<file path="src/rtl/perf_pkg.sv">
// Shared types for the pipeline performance-counter unit.
// Holds the run-state encoding and the event-strobe index map used by Pipeline_top.
package perf_pkg;

  typedef enum logic [1:0] {
    IDLE = 2'd0,
    RUN  = 2'd1,
    DONE = 2'd2
  } state_e;

  localparam int EVT_RETIRE = 0;
  localparam int EVT_BRANCH = 1;
  localparam int EVT_STALL  = 2;
  localparam int EVT_FLUSH  = 3;

  // All-ones value of a counter of width w, used for saturation detection.
  function automatic logic [63:0] sat_value(input int w);
    logic [63:0] v;
    v = {64{1'b0}};
    for (int i = 0; i < 64; i++) begin
      if (i < w) begin
        v[i] = 1'b1;
      end else begin
        v[i] = 1'b0;
      end
    end
    return v;
  endfunction

endpackage

</file>
<file path="src/rtl/sat_counter.sv">
// Saturating up-counter with a sticky overflow flag.
// clr has priority, hold freezes the count, inc advances it by one.
module sat_counter #(
  parameter int W = 32
) (
  input  logic         clk,
  input  logic         rst,
  input  logic         clr,
  input  logic         inc,
  input  logic         hold,
  output logic [W-1:0] q,
  output logic         sat
);

  localparam logic [W-1:0] ZERO = {W{1'b0}};
  localparam logic [W-1:0] ONE  = {{(W-1){1'b0}}, 1'b1};
  localparam logic [W-1:0] ALL1 = {W{1'b1}};

  logic [W-1:0] q_r;
  logic         sat_r;

  // Count register; an increment attempted at all-ones holds and flags overflow.
  always_ff @(posedge clk or negedge rst) begin
    if (!rst) begin
      q_r   <= ZERO;
      sat_r <= 1'b0;
    end else if (clr) begin
      q_r   <= ZERO;
      sat_r <= 1'b0;
    end else if (!hold && inc) begin
      if (q_r == ALL1) begin
        sat_r <= 1'b1;
      end else begin
        q_r <= q_r + ONE;
      end
    end else begin
      q_r   <= q_r;
      sat_r <= sat_r;
    end
  end

  assign q   = q_r;
  assign sat = sat_r;

endmodule

</file>
<file path="src/rtl/pipe_perf_counters.sv">
// Cycle/event performance counters with a programmable run limit and a
// snapshot bank read through a combinational mux.
module pipe_perf_counters #(
  parameter int CNT_W   = 32,
  parameter int NUM_EVT = 4,
  parameter int SEL_W   = $clog2(NUM_EVT + 1)
) (
  input  logic               clk,
  input  logic               rst,
  input  logic               start,
  input  logic               clr,
  input  logic               freeze,
  input  logic [NUM_EVT-1:0] evt,
  input  logic [CNT_W-1:0]   cycle_limit,
  input  logic               snap,
  input  logic [SEL_W-1:0]   rd_sel,
  output logic [CNT_W-1:0]   rd_data,
  output logic               running,
  output logic               done,
  output logic [NUM_EVT:0]   ovf
);

  import perf_pkg::*;

  localparam logic [CNT_W-1:0] ZERO = {CNT_W{1'b0}};
  localparam logic [CNT_W-1:0] ONE  = {{(CNT_W-1){1'b0}}, 1'b1};

  state_e             state_r;
  state_e             state_nxt_s;
  logic [CNT_W-1:0]   limit_r;
  logic [CNT_W-1:0]   live_s   [0:NUM_EVT];
  logic [CNT_W-1:0]   shadow_r [0:NUM_EVT];
  logic [NUM_EVT:0]   sat_s;
  logic [NUM_EVT:0]   inc_s;
  logic               cnt_clr_s;
  logic               cnt_hold_s;
  logic               limit_hit_s;
  logic [CNT_W-1:0]   rd_data_s;

  // Slot 0 counts every enabled cycle; slot i+1 counts event strobe i.
  assign inc_s      = {evt, 1'b1};
  assign cnt_clr_s  = clr | start;
  assign cnt_hold_s = (state_r != RUN) | freeze;
  // True when this cycle's increment lands the cycle counter on a nonzero limit.
  assign limit_hit_s = (limit_r != ZERO) && ((live_s[0] + ONE) == limit_r);

  for (genvar g = 0; g <= NUM_EVT; g++) begin : g_cnt
    sat_counter #(
      .W(CNT_W)
    ) u_cnt (
      .clk  (clk),
      .rst  (rst),
      .clr  (cnt_clr_s),
      .inc  (inc_s[g]),
      .hold (cnt_hold_s),
      .q    (live_s[g]),
      .sat  (sat_s[g])
    );
  end

  // Next-state logic: clr beats start, start (re)launches from any state.
  always_comb begin
    state_nxt_s = state_r;
    if (clr) begin
      state_nxt_s = IDLE;
    end else if (start) begin
      state_nxt_s = RUN;
    end else begin
      case (state_r)
        IDLE: state_nxt_s = IDLE;
        RUN: begin
          if (!freeze && limit_hit_s) begin
            state_nxt_s = DONE;
          end else begin
            state_nxt_s = RUN;
          end
        end
        DONE:    state_nxt_s = DONE;
        default: state_nxt_s = IDLE;
      endcase
    end
  end

  // State register.
  always_ff @(posedge clk or negedge rst) begin
    if (!rst) begin
      state_r <= IDLE;
    end else begin
      state_r <= state_nxt_s;
    end
  end

  // Run limit, captured only when a run is launched.
  always_ff @(posedge clk or negedge rst) begin
    if (!rst) begin
      limit_r <= ZERO;
    end else if (clr) begin
      limit_r <= ZERO;
    end else if (start) begin
      limit_r <= cycle_limit;
    end else begin
      limit_r <= limit_r;
    end
  end

  // Shadow bank: snap copies the pre-increment live values.
  always_ff @(posedge clk or negedge rst) begin
    if (!rst) begin
      for (int i = 0; i <= NUM_EVT; i++) begin
        shadow_r[i] <= ZERO;
      end
    end else if (clr) begin
      for (int i = 0; i <= NUM_EVT; i++) begin
        shadow_r[i] <= ZERO;
      end
    end else if (snap) begin
      for (int i = 0; i <= NUM_EVT; i++) begin
        shadow_r[i] <= live_s[i];
      end
    end else begin
      for (int i = 0; i <= NUM_EVT; i++) begin
        shadow_r[i] <= shadow_r[i];
      end
    end
  end

  // Read mux; out-of-range selects read as zero.
  always_comb begin
    rd_data_s = ZERO;
    for (int i = 0; i <= NUM_EVT; i++) begin
      if (rd_sel == SEL_W'(i)) begin
        rd_data_s = shadow_r[i];
      end else begin
        rd_data_s = rd_data_s;
      end
    end
  end

  assign rd_data = rd_data_s;
  assign running = (state_r == RUN);
  assign done    = (state_r == DONE);
  assign ovf     = sat_s;

endmodule

</file>
<file path="config.mk">
export PLATFORM = sky130hd
export DESIGN_NAME = pipe_perf_counters
export DESIGN_NICKNAME = d
export VERILOG_FILES = /design/src/rtl/perf_pkg.sv /design/src/rtl/sat_counter.sv /design/src/rtl/pipe_perf_counters.sv
export SDC_FILE = /design/constraint.sdc
export NUM_CORES = 1
export LEC_CHECK = 0
export ABC_AREA = 1
export ABC_CLOCK_PERIOD_IN_PS = 1900
export BUFFER_PORTS_ARGS = -buffer_cell sky130_fd_sc_hd__buf_2
export CAP_MARGIN = 20
export CELL_PAD_IN_SITES_DETAIL_PLACEMENT = 1
export CELL_PAD_IN_SITES_GLOBAL_PLACEMENT = 1
export CORE_MARGIN = 4
export CORE_UTILIZATION = 40
export CTS_BUF_LIST = sky130_fd_sc_hd__clkbuf_16
export CTS_CLUSTER_DIAMETER = 80
export CTS_CLUSTER_SIZE = 10
export DETAILED_ROUTE_END_ITERATION = 8
export GPL_ROUTABILITY_DRIVEN = 0
export PLACE_DENSITY_LB_ADDON = 0.1
export SETUP_SLACK_MARGIN = 0.1
export SYNTH_ARGS = -nofsm -noshare
export SYNTH_HDL_FRONTEND = slang
export SYNTH_HIERARCHICAL = 1
export SYNTH_SLANG_ARGS = --single-unit
</file>
<file path="constraint.sdc">
create_clock -name clk -period 1.9 [get_ports clk]
set_clock_uncertainty 0.15 [all_clocks]
set_input_delay 0.285 -clock clk [delete_from_list [all_inputs] [get_ports clk]]
set_output_delay 0.285 -clock clk [all_outputs]
set_load 0.005 [all_outputs]
</file>
# Word-level counts from Yosys, hierarchy flattened
# Cells that the tools add are included.
# totals
regBits,359
memories,0
romBits,0
elab_cells,117
latch_bits,0
mem_bits_rw,0
output_inout_bits,39
# classes
muxes,43
n_lt_le_gt_ge,0
n_div,0
n_mul,0
n_bitwise,2
n_reduce_logical,31
add_sub_neg,5
eq_ne,19
shift,0
# op_table
op,n
32-bit two-way mux,22
160-bit two-way mux,2
32-bit by 1-bit adder with 32-bit output (second input constant),5
32-bit == test (second input constant),5
32-bit == test,1
32-bit nonzero test,1
2-bit nonzero test,11
2-bit AND reduction,10
1-bit two-way mux,15
2-bit != test (second input constant),6
3-bit by 2-bit == test with 1-bit output (second input constant),2
1-bit logical AND,6
2-bit two-way mux,3
2-bit one-hot mux with 2 select lines,1
3-bit by 1-bit == test with 1-bit output (second input constant),1
3-bit == test (second input constant),1
3-bit zero test,1
2-bit by 1-bit == test with 1-bit output (second input constant),1
2-bit == test (second input constant),1
1-bit zero test,2
2-bit by 1-bit != test with 1-bit output (second input constant),1
1-bit bitwise OR,2

# Longest topological paths before layout
# Gate-level depths: netlist (run 1).
# logic_depth
depth_word,8
mapped_depth,15
ltp_nobuf,15

# Hierarchy
# Netlist (run 1), hierarchy kept.
# by_module_without_submodules
module,area_each_um2,instances,seq_area_each_um2,cells_each
pipe_perf_counters,10273.6,1,4854.7,1367
sat_counter (g_cnt[0].u_cnt ...),2347.3,4,825.8,349
sat_counter (g_cnt[4].u_cnt),2314.7,1,825.8,350

# Least setup slack after synthesis (run 1)
# Ideal clock, no wire load.
# synth_path
path_type,input -> register
start,in start
end,reg g_cnt[0].u_cnt.q_r[30]
setup_time_ns,0.120
slack_ns,-0.612
stages,11
arrival_time_ns,2.242
t_required_ns,1.630
cell_sequence,clkbuf_1 nor2_1 inv_1 clkbuf_1 inv_1 o21ai_0 nand2_4 buf_12 buf_12 nand2_2 o21ai_2
# synth_between
elab_chain_len,3
elab_cells_between_ends,5
classes_between,2 x eq/ne; 1 x mux; 1 x bitwise; 1 x reduce/logical
# synth_lines
element,line,text
"start, declared",pipe_perf_counters.sv:10,"input logic start,"
1-bit bitwise OR (*),pipe_perf_counters.sv:42,assign cnt_clr_s = clr | start;
net cnt_clr_s,pipe_perf_counters.sv:35,logic cnt_clr_s;
2-bit != test (no source line),--,
2-bit AND reduction (no source line),--,
"end signal, assigned",sat_counter.sv:34,q_r <= q_r + ONE;
"end signal, assigned",sat_counter.sv:37,q_r <= q_r;
"end, declared",sat_counter.sv:19,logic [W-1:0] q_r;
# The timed path passes the listed nets; every way through them passes the cells marked *.
# A chain may end at the register's enable or synchronous reset.

# Final worst setup path (run 1)
# layout_path
start,reg g_cnt[0].u_cnt.q_r[2]
end,reg state_r[1]
# layout_between
elab_chain_len,8
# layout_lines
element,line,text
32-bit by 1-bit adder with 32-bit output,pipe_perf_counters.sv:45,assign limit_hit_s = (limit_r != ZERO) && ((live_s[0] + ONE) == limit_r);
32-bit == test,pipe_perf_counters.sv:45,
1-bit logical AND,pipe_perf_counters.sv:45,
1-bit logical AND,pipe_perf_counters.sv:72,if (!freeze && limit_hit_s) begin
2-bit two-way mux,pipe_perf_counters.sv:72,
2-bit one-hot mux with 2 select lines,pipe_perf_counters.sv:69,case (state_r)
2-bit two-way mux,pipe_perf_counters.sv:66,end else if (start) begin
2-bit two-way mux,pipe_perf_counters.sv:64,if (clr) begin
net state_nxt_s[1],pipe_perf_counters.sv:29,state_e state_nxt_s;
"end signal, assigned",pipe_perf_counters.sv:89,state_r <= state_nxt_s;
"end, declared",pipe_perf_counters.sv:28,state_e state_r;
# The timed path passes the listed nets, and every way through them passes these cells.

==> flow_summary.toml, run 1 <==
[die]
rows = 85
fp.dieH_um = 242.4
initial_core_util_pct = 40.60
die-area_um2 = 58760
design.core.area_um2 = 54130
io_pins = 84
die_w_um = 242.4

[yosys]
synth_edf_count = 0
synth_fa_ha_area_share_pct = 0.4555
syn-cell-area_um2 = 21980
synth_area_per_cell_um2 = 7.060
yosys.area_share.simple_pct = 36.27
yosysTopAreaCell = "dfrtp_1"
ys_types = 38
ys_async_sr_fraction_pct = 100.0
yosys_warnings = 6
syn-num-nets = 3166
synth.area.top_cells = "dfrtp_1, nand2_1, nand3_1"
synth_top_family_by_area = "simple AND/OR/NAND/NOR gates"
syn_inst = 3113
muxShareOfSynthArea_pct = 0
ys_top_cells_by_count = "nand2_1, nand3_1, inv_1"
synth_top_area_share_pct = 40.88
synthFlopType = "dfrtp_1"
synth_compound_area_share_pct = 10.54
seq_area_frac_synth_pct = 40.88
yosys.cell_count.top_type = "nand2_1"
synth_xor_area_share_pct = 2.095
ys_ff_latch = 359

[clocking]
clkTransAtPathRegs_ns = 0.06
htree_levels = 2
numCtsBuffers = 42
clock_latency_ns = 0.60
clockBufferDepth = 3
root_buffer = "clkbuf_16"
cts_tree = "done"
cts.sinks = 359

[grt]
antenna_found_initial = 2
grt_pass1_wl_um = 140300
grt-ovfl-total = 0
grt_max_degree = 161
grt_pass1_vias = 24898
grtUsageTotal_pct = 29.87

[timing]
drv_slew = 0
setup_viol = 171
slew_headroom_pct = 56.63
setup_slack_ns = -0.3043
period_needed_ns = 2.204
fmax_ghz = 0.4537
fin_crit_sh_pct = 116.0
worst_pin_slew_ns = 0.6505
hold_viol = 0
rsz0062_at_grt = "true"
holdWs_ns = 0.04083

[power]
switching_share_pct = 26.51
p_switching_uw = 4504
power.density_nw_per_um2 = 546.4
leakage_uw = 0.01489
p_int_uw = 12480
clock_power_share_pct = 44.4
vdd_ir_drop_max_uv = 573.8
p_seq_share_pct = 45.6
pwr-share-comb_pct = 10.0

[status]
outcome = "finished, violations left"
failed_checks = "negative setup slack"

[worst_setup_path]
r2r_setup_slack_ns = -0.30
reg2reg_depth = 12
reg2reg_to = "state_r[1]"
endpoint_kind = "flip-flop"
worstSetupPathType = "reg2reg"
critPathCapture = "state_r[1]"
cp_max_fo = 7
required_ns = 2.26
cp.arrival_ns = 2.57
start_kind = "flip-flop"
rr_startpoint = "g_cnt[0].u_cnt/q[2]"
crit_start = "g_cnt[0].u_cnt/q[2]"

[routing]
num_vias = 23724
wl_per_cell_um = 21.55
antenna_left = 0
drt_wl_total_um = 93540
vias_per_cell = 5.465
firstDrtPassIters = 6
drc_errors = 0
drt_iter0_drc = 1498

[final_layout]
fin_nets = 3692
syn_to_final_growth_pct = 41.47
drive_gt1_share_pct = 34.25
fin_area_um2 = 31090
finalCoreUtilization_pct = 57.43
fill_cells = 6583

[min_path]
hp-class = "in2async"

[job]
max-cap-violations = 0

[placement]
dp_hpwl_um = 63880
dpl_cell_area_um2 = 25690
io_buffers = 83
==> layout make-up <==
class | count | area, µm² | area share [%]
sequential | 359 | 9006 | 28.97
multi-input combinational | 2250 | 13000 | 41.82
clock buffer | 43 | 1076 | 3.461
clock inverter | 6 | 73.82 | 0.2374
timing repair buffer | 593 | 5540 | 17.82
timing repair inverter | 3 | 18.77 | 0.06036
tap | 696 | 870.8 | 2.801
antenna | 1 | 2.502 | 0.008049
inverter | 390 | 1499 | 4.821
==> cells by family (layout without fill, tap and decap cells) <==
logic type	Yosys count	count (layout)
and+or+nand+nor	1789	1792
buffers and inverters	507	1035
AOI/OAI and AO/OA	398	398
DFF	359	359
xor gates and xnor gates	51	51
adders and majority gates	8	8
other	1	2
==> worst max-delay path: stages, from the launching register on <==
cell and delay (ns):
dfrtp_1 0.46, nand2_2 0.13, nor2_8 0.22, nand2_4 0.11
o21bai_1 0.16, nand2_1 0.08, nor2_1 0.14, nand2_1 0.07
nor2_1 0.14, nand3_2 0.11, nor2_4 0.11, nand3_1 0.09
a21oi_2 0.15
==> stage by stage <==
stage / setup TNS (ns) / setup WS, ns / instances / total power (µW)
2_1_floorplan: -0.08415 / -0.04333 / 3113 / 8461
3_3_place_gp: -6.008 / -0.2437 / 4136 / 9037
3_5_place_dp: -12.58 / -0.2636 / 4136 / 9063
4_1_cts: -11.78 / -0.2232 / 4284 / 16880
5_1_grt: -28.54 / -0.4204 / 4341 / 17540
6_report: -19.85 / -0.3043 / 4341 / 16990
==> sequential cells by signal, indices dropped and copies added, names as in the netlist <==
signal / cells
state_r: 2
g_cnt.u_cnt/q: 160
limit_r: 32
g_cnt.u_cnt/sat: 5
shadow_r: 160
==> power by group through the flow <==
stage                     sequential, µW  clock [µW]  combinational (µW)
after detailed placement            7880           0                1180
final                               7750        7540                1700
after CTS                           7740        7650                1490
after global placement              7880           0                1160
after global routing                7750        7980                1820
after floorplan                     7860           0                 602
==> cells in the final DEF, fill, tap and decap left out, types with 16 or more instances in the layout <==
master / count
o21ai_2: 76
o21ai_0: 175
dfrtp_1: 341
nand2_2: 125
nor2_2: 53
buf_4: 359
inv_2: 76
o21bai_1: 30
buf_6: 54
xnor2_1: 22
a21oi_4: 18
nor2_1: 247
dlygate4sd3_1: 34
nand2_4: 85
nand2_1: 727
nand3_1: 422
nand3_2: 45
buf_2: 74
buf_12: 46
clkbuf_16: 51
xor2_1: 27
o22ai_2: 25
o21ai_1: 21
a21oi_2: 16
inv_1: 305
dfrtp_2: 18
nor2_4: 31
==> routing by layer <==
layer,track usage (%),vias up,share of wire (%)
li1,-,10958,-
met1,38.62,11980,42
met2,52.62,594,50
met4,9.339,0,3.7
met5,0,-,0
met3,3.254,192,4.1
==> what timing repair did <==
item,CTS,global route
pin swaps,110,129
setup endpoints to repair,196,198
gates cloned,15,10
gates resized for setup,342,386
hold endpoints to repair,392,0
setup buffers,51,51
hold buffers,34,0
==> worst min path at each step <==
stage                      start  slack [ns]             endpoint  cells after the start
after CTS                 evt[0]        0.01   g_cnt[1].u_cnt/sat                      5
after global routing         rst        0.06          limit_r[20]                      2
after detailed placement     rst        0.06           limit_r[1]                      1
final                        rst        0.04          limit_r[18]                      2
after floorplan              rst       -0.16  g_cnt[0].u_cnt/q[0]                      0
after global placement       rst        0.06           limit_r[1]                      1
(Power assumes the default switching activity.)
==> run 2: changes to the inputs <==
- BUFFER_PORTS_ARGS: -buffer_cell sky130_fd_sc_hd__buf_2 -> -buffer_cell sky130_fd_sc_hd__clkbuf_2
==> flow_summary.toml, run 2 (synthesis results as in run 1) <==
[timing]
rsz0062_at_grt = "true"
worst_pin_slew_ns = 0.6731
fin_crit_sh_pct = 117.7
slew_headroom_pct = 55.13
drv_slew = 0
hold_viol = 0
fin_tns_setup_ns = -40.33
setup_viol = 199
period_needed_ns = 2.236
setup_slack_ns = -0.3361
fmax_ghz = 0.4472

[final_layout]
fin_area_um2 = 31180
fill_cells = 6624
antenna_cells = 0
final-instance-count-excl-fill = 4362
fin_nets = 3713
final_common_cell = "nand2_1"
syn_to_final_growth_pct = 41.87
mostFrequentLayoutCells = "nand2_1, nand3_1, buf_4"
drive_gt1_share_pct = 33.47

[worst_setup_path]
rr_startpoint = "g_cnt[0].u_cnt/q[1]"
worstSetupPathType = "reg2reg"
r2r_setup_slack_ns = -0.34
crit_start = "g_cnt[0].u_cnt/q[1]"
start_kind = "flip-flop"
cp_max_fo = 6
required_ns = 2.23
critPathCapture = "state_r[0]"
cp.arrival_ns = 2.57
reg2reg_depth = 15
reg2reg_to = "state_r[0]"
endpoint_kind = "flip-flop"

[grt]
grtUsageTotal_pct = 31.30
grt-ovfl-total = 0
grt_pass1_wl_um = 145900
grt_pass1_vias = 25532
antenna_found_initial = 1
grt_max_degree = 161

[die]
die_w_um = 242.4
io_pins = 84
initial_core_util_pct = 40.60
die-area_um2 = 58760
rows = 85
design.core.area_um2 = 54130
fp.dieH_um = 242.4

[routing]
vias_per_cell = 5.515
firstDrtPassIters = 5
num_vias = 24055
drc_errors = 0
wl_per_cell_um = 22.44
drt_iter0_drc = 1729
drt_wl_total_um = 97910
antenna_left = 0

[placement]
dp_hpwl_um = 64810
io_buffers = 83
dpl_cell_area_um2 = 25600
dp.cells = 4127

[clocking]
root_buffer = "clkbuf_16"
clock_latency_ns = 0.59
cts_tree = "done"
numCtsBuffers = 42
clockBufferDepth = 3
htree_levels = 2
cts.sinks = 359
clkTransAtPathRegs_ns = 0.06

[job]
max-cap-violations = 0

[status]
outcome = "finished, violations left"
failed_checks = "negative setup slack"

[power]
vdd_ir_drop_max_uv = 545.4
leakage_uw = 0.01503
power.density_nw_per_um2 = 542.1

[min_path]
hp-class = "in2reg"
## run 2: cell types whose count changed in the layout (fill, tap and decap cells not counted), sizes merged
cell / previous run / this run
diode: 1 / 0
buf: 549 / 506
clkbuf: 51 / 117
dlygate4sd3: 34 / 35
inv: 393 / 392
nand2: 947 / 945
bufbuf: 2 / 1
bufinv: 1 / 0
clkinv: 3 / 6
## run 2: repair_timing
action | in CTS | in global routing
gates cloned | 26 | 6
pin swaps | 91 | 103
hold endpoints to repair | 348 | 0
hold buffers | 35 | 0
gates resized for setup | 444 | 269
endpoints found under the setup margin | 196 | 201
buffers inserted | 85 | 48
## run 2: worst min-delay path by stage
stage	start	end	slack, ns	depth (start not counted)
5_1_grt	evt[0]	g_cnt[1].u_cnt/sat	0.08	5
2_1_floorplan	rst	g_cnt[0].u_cnt/q[0]	-0.16	0
3_3_place_gp	rst	shadow_r[105]	0.14	1
4_1_cts	evt[2]	g_cnt[3].u_cnt/sat	0.008	5
6_report	clr	shadow_r[140]	0.06	5
3_5_place_dp	rst	shadow_r[69]	0.13	1
## run 2: layer usage
| layer | track usage, % | vias to the layer above | wire length [µm] |
|---|---|---|---|
| li1 | - | 11019 | - |
| met1 | 39.01 | 12118 | 39820 |
| met2 | 55.54 | 691 | 49430 |
| met3 | 4.084 | 225 | 4677 |
| met4 | 11.42 | 2 | 3865 |
| met5 | 0 | - | 103 |
## run 2: per-stage QoR
step | setup slack [ns] | utilization [%] | total power [µW] | hold slack, ns
after floorplan | -0.04333 | - | 8461 | -0.1606
after global placement | -0.1757 | 47.29 | 9044 | 0.1375
after detailed placement | -0.3040 | 47.29 | 9073 | 0.1288
after CTS | -0.2728 | 55.16 | 16870 | 0.008143
after global routing | -0.5110 | 57.60 | 17420 | 0.07550
final | -0.3361 | 57.60 | 16900 | 0.06117
## run 2: critical path: stages (launching register included)
cell	delay, ns
dfrtp_2	0.40
buf_6	0.13
nand2_4	0.06
nor2_4	0.22
nand2_4	0.10
nor2_4	0.19
nand2_1	0.08
nand2_1	0.09
nand2_1	0.07
nand2_1	0.06
nand2_1	0.05
nor2_1	0.09
nand3_1	0.09
nor2_2	0.15
a21o_1	0.13
nand2_1	0.05
## run 2: cell type report
cell class              count  area [µm²]  area share, %
clock buffers              42        1051          3.371
clock inverters             8       57.56         0.1846
inverters                 390        1524          4.888
multi-input cells        2248       12930          41.47
flip-flops and latches    359        8992          28.84
well taps                 696       870.8          2.793
repair buffers            617        5736          18.39
repair inverters            2       18.77        0.06019
## run 2: report_power, final
group	internal [µW]	leakage, µW	switching (µW)
logic	678	0.00950	1120
registers	7690	0.00498	55.3
clock network	3930	0.000550	3430
==> run 3: changes to the inputs <==
- ABC_AREA: 1 -> not set
==> flow_summary.toml, run 3 <==
[yosys]
syn-cell-area_um2 = 19580
yosys.cell_count.top_type = "nor2_1"
ys_types = 75
ys_ff_latch = 359
synth.area.top_cells = "dfrtp_1, mux2i_1, nor2_1"
yosysTopAreaCell = "dfrtp_1"
seq_area_frac_synth_pct = 45.89
yosys_warnings = 6
ys_top_cells_by_count = "nor2_1, dfrtp_1, mux2i_1"
synthFlopType = "dfrtp_1"
synth_area_per_cell_um2 = 9.907
synth_top_area_share_pct = 45.89
syn_inst = 1976
synth_edf_count = 0
ys_async_sr_fraction_pct = 100.0

[final_layout]
syn_to_final_growth_pct = 51.03
antenna_cells = 0
mostFrequentLayoutCells = "buf_4, nor2_1, dfrtp_1"
fill_cells = 5049
drive_gt1_share_pct = 42.94
final_common_cell = "buf_4"
multi_input_area_um2 = 12400
ff_latch_area_um2 = 9000
fin_nets = 2646

[power]
switching_share_pct = 25.25
leakage_uw = 0.01321
p_int_uw = 12160
power_uw = 16260
pwr-share-comb_pct = 8.2
p_seq_share_pct = 47.5
p_switching_uw = 4106
clock_power_share_pct = 44.2
vdd_ir_drop_max_uv = 590.0
power.density_nw_per_um2 = 550.1

[routing]
drc_errors = 0
drt_wl_total_um = 76050
antenna_left = 0
drt_iter0_drc = 1165
vias_per_cell = 5.707
wl_per_cell_um = 23.66
num_vias = 18341
firstDrtPassIters = 5

[worst_setup_path]
crit_family = "simple AND/OR/NAND/NOR gates"
endpoint_kind = "flip-flop"
crit_path_frequent_cell = "nand4_1"
required_ns = 2.21
start_kind = "flip-flop"
cpPeakStageDelay_ns = 0.57
worstPathCellList = "nand4_1 > or4_4 > a2111o_1 > a21oi_1 > nand4_1 > or4_1 > o21a_1"
cp_slowest_cell = "or4_1"
crit_buf_inv = 0
cp.arrival_ns = 3.21
cp_max_fo = 4
worstSetupPathType = "reg2reg"

[die]
rows = 80
initial_core_util_pct = 40.74
design.core.area_um2 = 48050
die-area_um2 = 52540
fp.dieH_um = 229.2
io_pins = 84
die_w_um = 229.2

[clocking]
clkTransAtPathRegs_ns = 0.06
root_buffer = "clkbuf_16"
clock_latency_ns = 0.59
cts_tree = "done"
numCtsBuffers = 41
clockBufferDepth = 3
cts.sinks = 359
htree_levels = 2

[timing]
worst_pin_slew_ns = 0.9862
slew_headroom_pct = 34.25
fmax_ghz = 0.3441
fin_crit_sh_pct = 152.9
setup_viol = 200
hold_viol = 0
drv_slew = 0
rsz0062_at_grt = "true"
setup_slack_ns = -1.006
period_needed_ns = 2.906

[grt]
grt_pass1_vias = 20015
grtUsageTotal_pct = 27.28
grt_max_degree = 173
grt_pass1_wl_um = 114700
antenna_found_initial = 1
grt-ovfl-total = 0

[status]
outcome = "finished, violations left"
failed_checks = "negative setup slack"

[placement]
dp_hpwl_um = 49970
io_buffers = 83
place_ws_ns = -1.041

[min_path]
hp-class = "in2reg"

[job]
max-cap-violations = 0
-- run 3: power by group through the flow --
stage	Clock (µW)	Sequential, µW	Combinational, µW
floorplan	0	7860	576
global placement	0	7870	1140
detailed placement	0	7870	1170
CTS	7350	7730	1300
global route	7660	7730	1450
finish	7190	7730	1340
-- run 3: per-stage QoR --
stage,TNS (ns),instance area (µm²),std cells,utilization (%),hold slack [ns]
floorplan,-26.04,20790,1977,-,-0.1606
global placement,-55.84,25170,3019,52.38,0.09522
detailed placement,-64.44,25170,3019,52.38,0.09499
CTS,-85.11,28150,3166,58.58,0.0002718
global route,-110.52,29570,3214,61.54,0.04131
finish,-98.16,29570,3214,61.54,0.03968
-- run 3: path summary, 6_finish.rpt --
| check | startpoint | to | slack [ns] | cells after the start |
|---|---|---|---|---|
| worst max-delay path | g_cnt[0].u_cnt/q[4] | state_r[0] | -1.01 | 7 |
| worst min-delay path | clr | limit_r[15] | 0.04 | 3 |
| worst max register to register | g_cnt[0].u_cnt/q[4] | state_r[0] | -1.01 | 7 |
| worst min register to register | g_cnt[0].u_cnt/sat | g_cnt[0].u_cnt/sat | 0.35 | 2 |
| max in group asynchronous | rst | g_cnt[0].u_cnt/q[24] | 0.77 | 3 |
| min in group asynchronous | rst | limit_r[28] | 0.09 | 2 |
-- run 3: cells by family (layout without fill, tap and decap cells) --
family                     Yosys count  count (layout)  share of synthesized area (%)
buffers and inverters              165             785                          3.368
xor gates and xnor gates           119             119                          5.324
adders and majority gates            8               8                         0.5113
other                                1               2                        0.01916
muxes                              257             257                          13.70
and+or+nand+nor                    793             794                          21.92
DFF                                359             359                          45.89
AOI/OAI and AO/OA                  274             275                          9.268
-- run 3: timing repair --
action / in CTS / in global routing
gates resized for setup: 217 / 227
hold buffers: 36 / 0
cloned: 5 / 2
setup buffers: 60 / 67
setup endpoints to repair: 201 / 203
endpoints found under the hold margin: 392 / 0
pin swaps: 85 / 130
-- run 3: cell type report --
cell class / count / share of cell area [%]
Inverter: 43 / 0.5459
Tap cell: 615 / 2.603
Clock buffer: 42 / 3.555
Timing Repair Buffer: 693 / 20.73
Multi-Input combinational cell: 1455 / 41.94
Clock inverter: 7 / 0.1862
Sequential cell: 359 / 30.44
-- run 3: routing by layer --
layer / part of all wire, % / global-route usage [%]
met4: 3.5 / 8.444
met3: 2.6 / 2.622
met2: 52 / 49.03
met1: 42 / 34.76
met5: 0.017 / 0
-- run 3: worst register-to-register path, cell delays in order, from the launching register on --
cell	delay, ns
dfrtp_1	0.42
nand4_1	0.20
or4_4	0.55
a2111o_1	0.40
a21oi_1	0.16
nand4_1	0.11
or4_1	0.57
o21a_1	0.23
